==> src/rtl/pulse_seq_pkg.sv <==
// Shared types and helpers for the multi-pulse sequencer: FSM states, the
// double-buffered configuration bank and slice accessors for flattened buses.
package pulse_seq_pkg;

  localparam int SEQ_NUM_PULSES  = 3;
  localparam int SEQ_CNT_W       = 32;
  localparam int SEQ_ATT_W       = 7;
  localparam int SEQ_CPMG_W      = 8;
  localparam int SEQ_BLOCK_SCALE = 10;

  localparam logic [SEQ_ATT_W-1:0] ATT_MAX = '1;

  typedef enum logic [1:0] {
    IDLE,
    ARMED,
    RUN
  } state_t;

  // One complete timing configuration; the pending and active banks share it.
  typedef struct packed {
    logic [SEQ_CNT_W-1:0]                period;
    logic [SEQ_CNT_W-1:0]                sync_width;
    logic [SEQ_NUM_PULSES-1:0]           p_en;
    logic [SEQ_NUM_PULSES*SEQ_CNT_W-1:0] p_start;
    logic [SEQ_NUM_PULSES*SEQ_CNT_W-1:0] p_width;
    logic [SEQ_NUM_PULSES*SEQ_ATT_W-1:0] p_att;
    logic [SEQ_ATT_W-1:0]                base_att;
    logic [SEQ_CPMG_W-1:0]               cpmg_count;
    logic [SEQ_CNT_W-1:0]                cpmg_delay;
    logic [SEQ_CNT_W-1:0]                cpmg_width;
    logic                                block_en;
    logic [7:0]                          block_hold;
    logic [SEQ_CNT_W-1:0]                rx_end;
  } cfg_bank_t;

  function automatic logic [SEQ_CNT_W-1:0] cnt_slice(
    input logic [SEQ_NUM_PULSES*SEQ_CNT_W-1:0] bus,
    input int                                  idx
  );
    return bus[idx*SEQ_CNT_W +: SEQ_CNT_W];
  endfunction

  function automatic logic [SEQ_ATT_W-1:0] att_slice(
    input logic [SEQ_NUM_PULSES*SEQ_ATT_W-1:0] bus,
    input int                                  idx
  );
    return bus[idx*SEQ_ATT_W +: SEQ_ATT_W];
  endfunction

endpackage

==> src/rtl/pulse_sequencer_window.sv <==
// Registered window compare for one pulse: active one clock after t lands in
// [start, start+width), with the end computed one bit wider so it never wraps.
module pulse_window
  import pulse_seq_pkg::*;
#(
  parameter int CNT_W = SEQ_CNT_W,
  parameter int ATT_W = SEQ_ATT_W
) (
  input  logic             clk_pll,
  input  logic             reset,
  input  logic             run,
  input  logic             en,
  input  logic [CNT_W-1:0] t,
  input  logic [CNT_W-1:0] start,
  input  logic [CNT_W-1:0] width,
  input  logic [ATT_W-1:0] att_in,
  output logic             active,
  output logic [ATT_W-1:0] att
);

  logic [CNT_W:0] stop;
  logic           hit;

  assign stop = {1'b0, start} + {1'b0, width};
  assign hit  = run && en && (t >= start) && ({1'b0, t} < stop);

  // The attenuation word is captured alongside the gate so both describe the same t.
  always_ff @(posedge clk_pll) begin
    if (!reset) begin
      active <= 1'b0;
      att    <= '1;
    end else begin
      active <= hit;
      att    <= att_in;
    end
  end

endmodule

==> src/rtl/pulse_sequencer.sv <==
// Multi-pulse sequencer: per-period scope sync, RF gate, attenuator word and
// blocking gate, with optional CPMG echo train and double-buffered timing.
module pulse_sequencer
  import pulse_seq_pkg::*;
#(
  parameter int NUM_PULSES  = SEQ_NUM_PULSES,
  parameter int CNT_W       = SEQ_CNT_W,
  parameter int ATT_W       = SEQ_ATT_W,
  parameter int CPMG_W      = SEQ_CPMG_W,
  parameter int BLOCK_SCALE = SEQ_BLOCK_SCALE
) (
  input  logic                        clk_pll,
  input  logic                        reset,
  input  logic                        enable,
  input  logic                        trig_mode,
  input  logic                        trig,
  input  logic                        load,
  input  logic [CNT_W-1:0]            period,
  input  logic [CNT_W-1:0]            sync_width,
  input  logic [NUM_PULSES-1:0]       p_en,
  input  logic [NUM_PULSES*CNT_W-1:0] p_start,
  input  logic [NUM_PULSES*CNT_W-1:0] p_width,
  input  logic [NUM_PULSES*ATT_W-1:0] p_att,
  input  logic [ATT_W-1:0]            base_att,
  input  logic [CPMG_W-1:0]           cpmg_count,
  input  logic [CNT_W-1:0]            cpmg_delay,
  input  logic [CNT_W-1:0]            cpmg_width,
  input  logic                        block_en,
  input  logic [7:0]                  block_hold,
  input  logic [CNT_W-1:0]            rx_end,
  output logic                        sync_on,
  output logic                        pulse_on,
  output logic [ATT_W-1:0]            att,
  output logic                        inhib,
  output logic                        busy,
  output logic                        cycle_done
);

  // Echo compare values need two extra bits: last_end is CNT_W+1 wide and an
  // advanced pair may sit up to two steps beyond the counter range.
  localparam int EW = CNT_W + 2;
  localparam int SW = CNT_W + CPMG_W + 3;

  state_t           state, state_nxt;
  logic [CNT_W-1:0] cnt, cnt_nxt;
  cfg_bank_t        pend, act, load_word;
  logic             load_pend;
  logic             run, wrap, transfer;

  assign run      = (state == RUN);
  assign wrap     = run && (cnt == act.period);
  assign transfer = load_pend && ((state == IDLE) || wrap);

  assign load_word = '{
    period:     period,
    sync_width: sync_width,
    p_en:       p_en,
    p_start:    p_start,
    p_width:    p_width,
    p_att:      p_att,
    base_att:   base_att,
    cpmg_count: cpmg_count,
    cpmg_delay: cpmg_delay,
    cpmg_width: cpmg_width,
    block_en:   block_en,
    block_hold: block_hold,
    rx_end:     rx_end
  };

  // NOTE: both banks are plain registers, so they are cleared by reset like any state.
  always_ff @(posedge clk_pll) begin
    if (!reset) begin
      pend      <= '0;
      act       <= '0;
      load_pend <= 1'b0;
    end else begin
      if (transfer) act <= pend;
      if (load) begin
        pend      <= load_word;
        load_pend <= 1'b1;
      end else if (transfer) begin
        load_pend <= 1'b0;
      end
    end
  end

  // NOTE: every always_comb output gets a default first so no path can infer a latch.
  always_comb begin
    state_nxt = state;
    cnt_nxt   = '0;
    unique case (state)
      IDLE: begin
        if (enable) state_nxt = trig_mode ? ARMED : RUN;
      end
      ARMED: begin
        if (!enable)   state_nxt = IDLE;
        else if (trig) state_nxt = RUN;
      end
      RUN: begin
        if (wrap) begin
          if (!enable)        state_nxt = IDLE;
          else if (trig_mode) state_nxt = ARMED;
        end else begin
          cnt_nxt = cnt + CNT_W'(1);
        end
      end
      default: state_nxt = IDLE;
    endcase
  end

  always_ff @(posedge clk_pll) begin
    if (!reset) begin
      state <= IDLE;
      cnt   <= '0;
    end else begin
      state <= state_nxt;
      cnt   <= cnt_nxt;
    end
  end

  // Sequence geometry derived from the active bank.
  logic [CNT_W:0]     last_end, pend_end;
  logic [ATT_W-1:0]   echo_att;

  always_comb begin
    last_end = '0;
    pend_end = '0;
    echo_att = act.base_att;
    for (int i = 0; i < NUM_PULSES; i++) begin
      if (act.p_en[i]) begin
        pend_end = {1'b0, cnt_slice(act.p_start, i)} + {1'b0, cnt_slice(act.p_width, i)};
        if (pend_end > last_end) last_end = pend_end;
        echo_att = att_slice(act.p_att, i);
      end
    end
  end

  // Echo pair: reloaded at counter 0, stepped by delay+width at the end of each echo.
  logic [EW-1:0]     cs_q, ce_q, cur_cs, cur_ce, fresh_cs, fresh_ce, step, t_ext;
  logic [CPMG_W-1:0] idx_q, cur_idx;
  logic              echo_hit, advance;

  assign fresh_cs = EW'(last_end) + EW'(act.cpmg_delay);
  assign fresh_ce = fresh_cs + EW'(act.cpmg_width);
  assign step     = EW'(act.cpmg_delay) + EW'(act.cpmg_width);
  assign t_ext    = EW'(cnt);
  assign cur_cs   = (cnt == '0) ? fresh_cs : cs_q;
  assign cur_ce   = (cnt == '0) ? fresh_ce : ce_q;
  assign cur_idx  = (cnt == '0) ? '0 : idx_q;
  assign echo_hit = (act.cpmg_count != '0) && (t_ext >= cur_cs) && (t_ext < cur_ce);
  assign advance  = (t_ext == cur_ce - EW'(1))
                 && (({1'b0, cur_idx} + (CPMG_W+1)'(1)) < {1'b0, act.cpmg_count});

  always_ff @(posedge clk_pll) begin
    if (!reset) begin
      cs_q  <= '0;
      ce_q  <= '0;
      idx_q <= '0;
    end else if (run) begin
      if (advance) begin
        cs_q  <= cur_cs + step;
        ce_q  <= cur_ce + step;
        idx_q <= cur_idx + CPMG_W'(1);
      end else begin
        cs_q  <= cur_cs;
        ce_q  <= cur_ce;
        idx_q <= cur_idx;
      end
    end
  end

  // Blocking gate limit: end of the final echo (or last pulse) plus the hold.
  logic [SW-1:0] block_limit;
  logic          inhib_hit;

  assign block_limit = SW'(last_end)
                     + SW'(act.cpmg_count) * SW'(step)
                     + SW'(act.block_hold) * SW'(BLOCK_SCALE);
  assign inhib_hit   = act.block_en && ((SW'(cnt) < block_limit) || (cnt > act.rx_end));

  logic [NUM_PULSES-1:0] win_active;
  logic [ATT_W-1:0]      win_att [NUM_PULSES];

  for (genvar gi = 0; gi < NUM_PULSES; gi++) begin : g_win
    pulse_window #(
      .CNT_W (CNT_W),
      .ATT_W (ATT_W)
    ) u_win (
      .clk_pll (clk_pll),
      .reset   (reset),
      .run     (run),
      .en      (act.p_en[gi]),
      .t       (cnt),
      .start   (cnt_slice(act.p_start, gi)),
      .width   (cnt_slice(act.p_width, gi)),
      .att_in  (att_slice(act.p_att, gi)),
      .active  (win_active[gi]),
      .att     (win_att[gi])
    );
  end

  logic             echo_q;
  logic [ATT_W-1:0] echo_att_q, base_att_q;

  always_ff @(posedge clk_pll) begin
    if (!reset) begin
      sync_on    <= 1'b0;
      inhib      <= 1'b0;
      busy       <= 1'b0;
      cycle_done <= 1'b0;
      echo_q     <= 1'b0;
      echo_att_q <= ATT_MAX;
      base_att_q <= ATT_MAX;
    end else begin
      sync_on    <= run && (cnt < act.sync_width);
      inhib      <= run && inhib_hit;
      busy       <= run;
      cycle_done <= wrap;
      echo_q     <= run && echo_hit;
      echo_att_q <= echo_att;
      base_att_q <= act.base_att;
    end
  end

  assign pulse_on = (|win_active) || echo_q;

  // Lowest-index active pulse wins, then an echo, then the base word.
  always_comb begin
    att = echo_q ? echo_att_q : base_att_q;
    for (int i = NUM_PULSES - 1; i >= 0; i--) begin
      if (win_active[i]) att = win_att[i];
    end
  end

endmodule

==> config.mk <==
export PLATFORM = sky130hd
export DESIGN_NAME = pulse_sequencer
export DESIGN_NICKNAME = d
export VERILOG_FILES = /design/src/rtl/pulse_seq_pkg.sv /design/src/rtl/pulse_sequencer_window.sv /design/src/rtl/pulse_sequencer.sv
export SDC_FILE = /design/constraint.sdc
export NUM_CORES = 2
export LEC_CHECK = 0
export ABC_AREA = 1
export CORE_ASPECT_RATIO = 0.6
export CORE_MARGIN = 2
export CORE_UTILIZATION = 30
export CTS_CLUSTER_SIZE = 28
export DETAILED_ROUTE_END_ITERATION = 8
export MAX_ROUTING_LAYER = met4
export SLEW_MARGIN = 10
export SYNTH_ARGS = -nofsm -noshare
export SYNTH_HDL_FRONTEND = slang
export SYNTH_SLANG_ARGS = --single-unit
==> constraint.sdc <==
create_clock -name clk_pll -period 15.6 [get_ports clk_pll]
set_clock_uncertainty 0.1 [all_clocks]
set_input_delay 1.56 -clock clk_pll [delete_from_list [all_inputs] [get_ports clk_pll]]
set_output_delay 1.56 -clock clk_pll [all_outputs]
set_load 0.02 [all_outputs]
==> impl_metrics.env <==
export IMPL_postSynthCellCount=10200
export IMPL_crit_required_ns=16.03
export IMPL_wirelength_um=301000
export IMPL_io_pins=418
export IMPL_arrival_ns=14.87
export IMPL_cp_common_cell="nand2_1"
export IMPL_grt_max_degree=173
export IMPL_dpl_cell_area_um2=79000
export IMPL_tns_ns=0
export IMPL_ys_seq_area_frac=0.269
export IMPL_path_buf_inv=14
export IMPL_outcome="complete, but fails checks"
export IMPL_worst_pin_slew_ns=1.51
export IMPL_holdPathStages=2
export IMPL_path_class="reg -> reg"
export IMPL_clk_pin_slew_ns=0.07
export IMPL_power_mw=10.3
export IMPL_die_x_um=632
export IMPL_max_clock_freq_mhz=69.2
export IMPL_synth_edf_count=0
export IMPL_worstPathMaxFanout=33
export IMPL_start_kind="flop"
export IMPL_dr_pass1_iters=7
export IMPL_place_inst=13600
export IMPL_layout_common_cells="nor2_1 (1838), nand2_1 (1670), inv_1 (1159), o21ai_0 (1082), dfxtp_1 (954)"
export IMPL_synthFlopType="dfxtp_1"
export IMPL_drt_antenna_violating_nets=0
export IMPL_rr_worst_depth=81
export IMPL_io_buffers=417
export IMPL_drc_errors=0
export IMPL_fp_dieArea_um2=241000
export IMPL_die_h_um=381
export IMPL_fin_area_um2=82500
export IMPL_gr_total_overflow=0
export IMPL_startpoint="act[175]$_SDFFE_PN0P_"
export IMPL_crit_cells=81
export IMPL_avgSynthCellArea_um2=6.95
export IMPL_syn_nets=11700
export IMPL_htreeDepth=3
export IMPL_viasPerCell=5.08
export IMPL_hold_viol=0
export IMPL_violations="max-capacitance violations, max-slew violations"
export IMPL_worstReg2RegEnd="cs_q[0]$_SDFFE_PN0P_"
export IMPL_antenna_found_initial=31
export IMPL_finalSetupViolations=0
export IMPL_dpl_hpwl_um=236000
export IMPL_cts_buffers=97
export IMPL_clock_latency_ns=0.76
export IMPL_ys_warnings_count=0
export IMPL_globalRouteTotalUtil=0.249
export IMPL_max_stage_delay_ns=0.63
export IMPL_fin_nets=11900
export IMPL_ys_ff_latch=954
export IMPL_worstSetupEndpoint="cs_q[0]$_SDFFE_PN0P_"
export IMPL_vias=69800
export IMPL_final_cells=13700
export IMPL_drive_gt1_frac=0.0451
export IMPL_grt_pass1_wl_um=434000
export IMPL_drv_slew=4
export IMPL_r2r_slack_ns=1.16
export IMPL_slowest_stage="o21ai_0"
export IMPL_initial_utilization=0.302
export IMPL_final_common_cell="nor2_1"
export IMPL_fin_crit_sh=0.926
export IMPL_slew_headroom=-0.0165
export IMPL_setup_slack_ns=1.16
export IMPL_rows=138
export IMPL_cp_top_family="simple AND/OR/NAND/NOR gates"
export IMPL_synthArstFlopShare=0
export IMPL_pre_cts_ws_ns=0.885
export IMPL_grt_pass1_vias=63000
export IMPL_power_leakage_nw=38.3
export IMPL_period_minus_slack_ns=14.44
export IMPL_end_kind="flop"
export IMPL_drt_initial_drc_count=8972
export IMPL_rsz0062_at_grt="no"
export IMPL_hold_path_class="reg -> reg"
export IMPL_powerDensity_nw_per_um2=125
export IMPL_nFillCells=25400
export IMPL_coreArea_um2=236000
export IMPL_r2r_start="act[175]$_SDFFE_PN0P_"
export IMPL_syn_to_final_growth_pct=16.2
export IMPL_max_cap_viol_count=1
export IMPL_cts_root_buf="clkbuf_16"
export IMPL_clock_sinks=954
export IMPL_gp_congestion=1.04
export IMPL_ir_drop_mv=0.0887
export IMPL_synth_area_um2=71000
export IMPL_clock_path_buffers=3
export IMPL_synth_cell_types=60
export IMPL_tritoncts="yes"
export IMPL_wire_per_inst_um=21.9
-- stage by stage --
stage / hold slack [ns] / util
final: 0.335 / 0.350
after CTS: 0.339 / 0.350
after global placement: 0.317 / 0.335
after floorplan: 0.300 / -
after global routing: 0.355 / 0.350
after detailed placement: 0.323 / 0.335
-- area by class of cell --
class	count	area, um2	area share
Antenna cell	11	27.5	0.000334
Clock buffer	125	2700	0.0327
Clock inverter	55	766	0.00928
Inverter	1178	4440	0.0538
Multi-Input combinational cell	7677	46000	0.557
Sequential cell	954	19100	0.231
Tap cell	3150	3940	0.0478
Timing Repair Buffer	593	5610	0.0680
-- power breakdown --
| part | total [mW] | internal, mW | switching, mW |
|---|---|---|---|
| Clock | 2.59 | 1.44 | 1.15 |
| Combinational | 4.89 | 1.58 | 3.31 |
| Sequential | 2.80 | 2.64 | 0.157 |
-- flip-flops by register name, summed over array words and instances (netlist names), 2 cells and up --
| signal | flops |
|---|---|
| pend | 400 |
| cnt | 32 |
| idx_q | 8 |
| echo_att_q | 7 |
| act | 400 |
| base_att_q | 7 |
| ce_q | 34 |
| cs_q | 34 |
| state | 2 |
| g_win.u_win.active | 3 |
| g_win.u_win.att | 21 |
-- timing repair --
action / in CTS / in global routing
hold buffers: 0 / 0
resized for setup: 0 / 11
endpoints found under the setup margin: 0 / 78
setup buffers: 0 / 0
-- worst register-to-register path, delay by kind of cell, from the launching register on --
kind | cells | cell delay, ns
AND/OR/NAND/NOR | 40 | 5.04
AO/OA/AOI/OAI | 20 | 4.18
buffers and inverters | 14 | 2.23
adder cells (fa/ha/maj) | 5 | 1.73
XOR/XNOR | 2 | 0.68
flip-flops | 1 | 0.32
-- cell families (layout without fill, tap and decap cells) --
kind of cell,Yosys count,after routing,synth area share
AOI/OAI and AO/OA,2154,2154,0.161
DFF,954,954,0.269
xor gates and xnor gates,277,277,0.0342
and+or+nand+nor,4215,4215,0.243
other,0,11,0
adders and majority gates,1031,1031,0.207
buffers and inverters,1583,1951,0.0855
-- synth_stat cells, types with 27 or more instances --
| library cell | count | area [um2] |
|---|---|---|
| nor2_1 | 1841 | 6910 |
| nand2_1 | 1671 | 6270 |
| inv_1 | 1159 | 4350 |
| o21ai_0 | 1089 | 5450 |
| dfxtp_1 | 954 | 19100 |
| a21oi_1 | 795 | 3980 |
| ha_1 | 793 | 9920 |
| clkbuf_1 | 347 | 1300 |
| nand3_1 | 326 | 1630 |
| fa_1 | 238 | 4760 |
| nand4_1 | 183 | 1140 |
| xor2_1 | 148 | 1300 |
| xnor2_1 | 129 | 1130 |
| nor3_1 | 59 | 295 |
| a31oi_1 | 38 | 238 |
| o211ai_1 | 38 | 285 |
| or2_2 | 29 | 181 |
| a21boi_0 | 28 | 210 |
| nor4_1 | 27 | 169 |
-- worst min-delay path by stage --
stage	endpoint	slack, ns	start
after floorplan	base_att_q[0]$_SDFF_PN1_	0.30	act[113]$_SDFFE_PN0P_
after global placement	g_win[1].u_win.att[1]$_SDFF_PN1_	0.32	act[128]$_SDFFE_PN0P_
after detailed placement	base_att_q[0]$_SDFF_PN1_	0.32	act[113]$_SDFFE_PN0P_
after CTS	g_win[1].u_win.att[0]$_SDFF_PN1_	0.34	act[127]$_SDFFE_PN0P_
after global routing	base_att_q[1]$_SDFF_PN1_	0.36	act[114]$_SDFFE_PN0P_
final	base_att_q[0]$_SDFF_PN1_	0.34	act[113]$_SDFFE_PN0P_
-- metal layers --
layer  global-route usage  vias to the layer above  routed length (um)  part of all wire
met4               0.0528                        0                6810             0.023
li1                     -                    34000                   -                 -
met3               0.0551                      320               31800              0.11
met5                    -                        -                   0                 0
met1                0.376                    32500              147000              0.49
met2                0.328                     2946              115000              0.38
(Power assumes the default switching activity.)
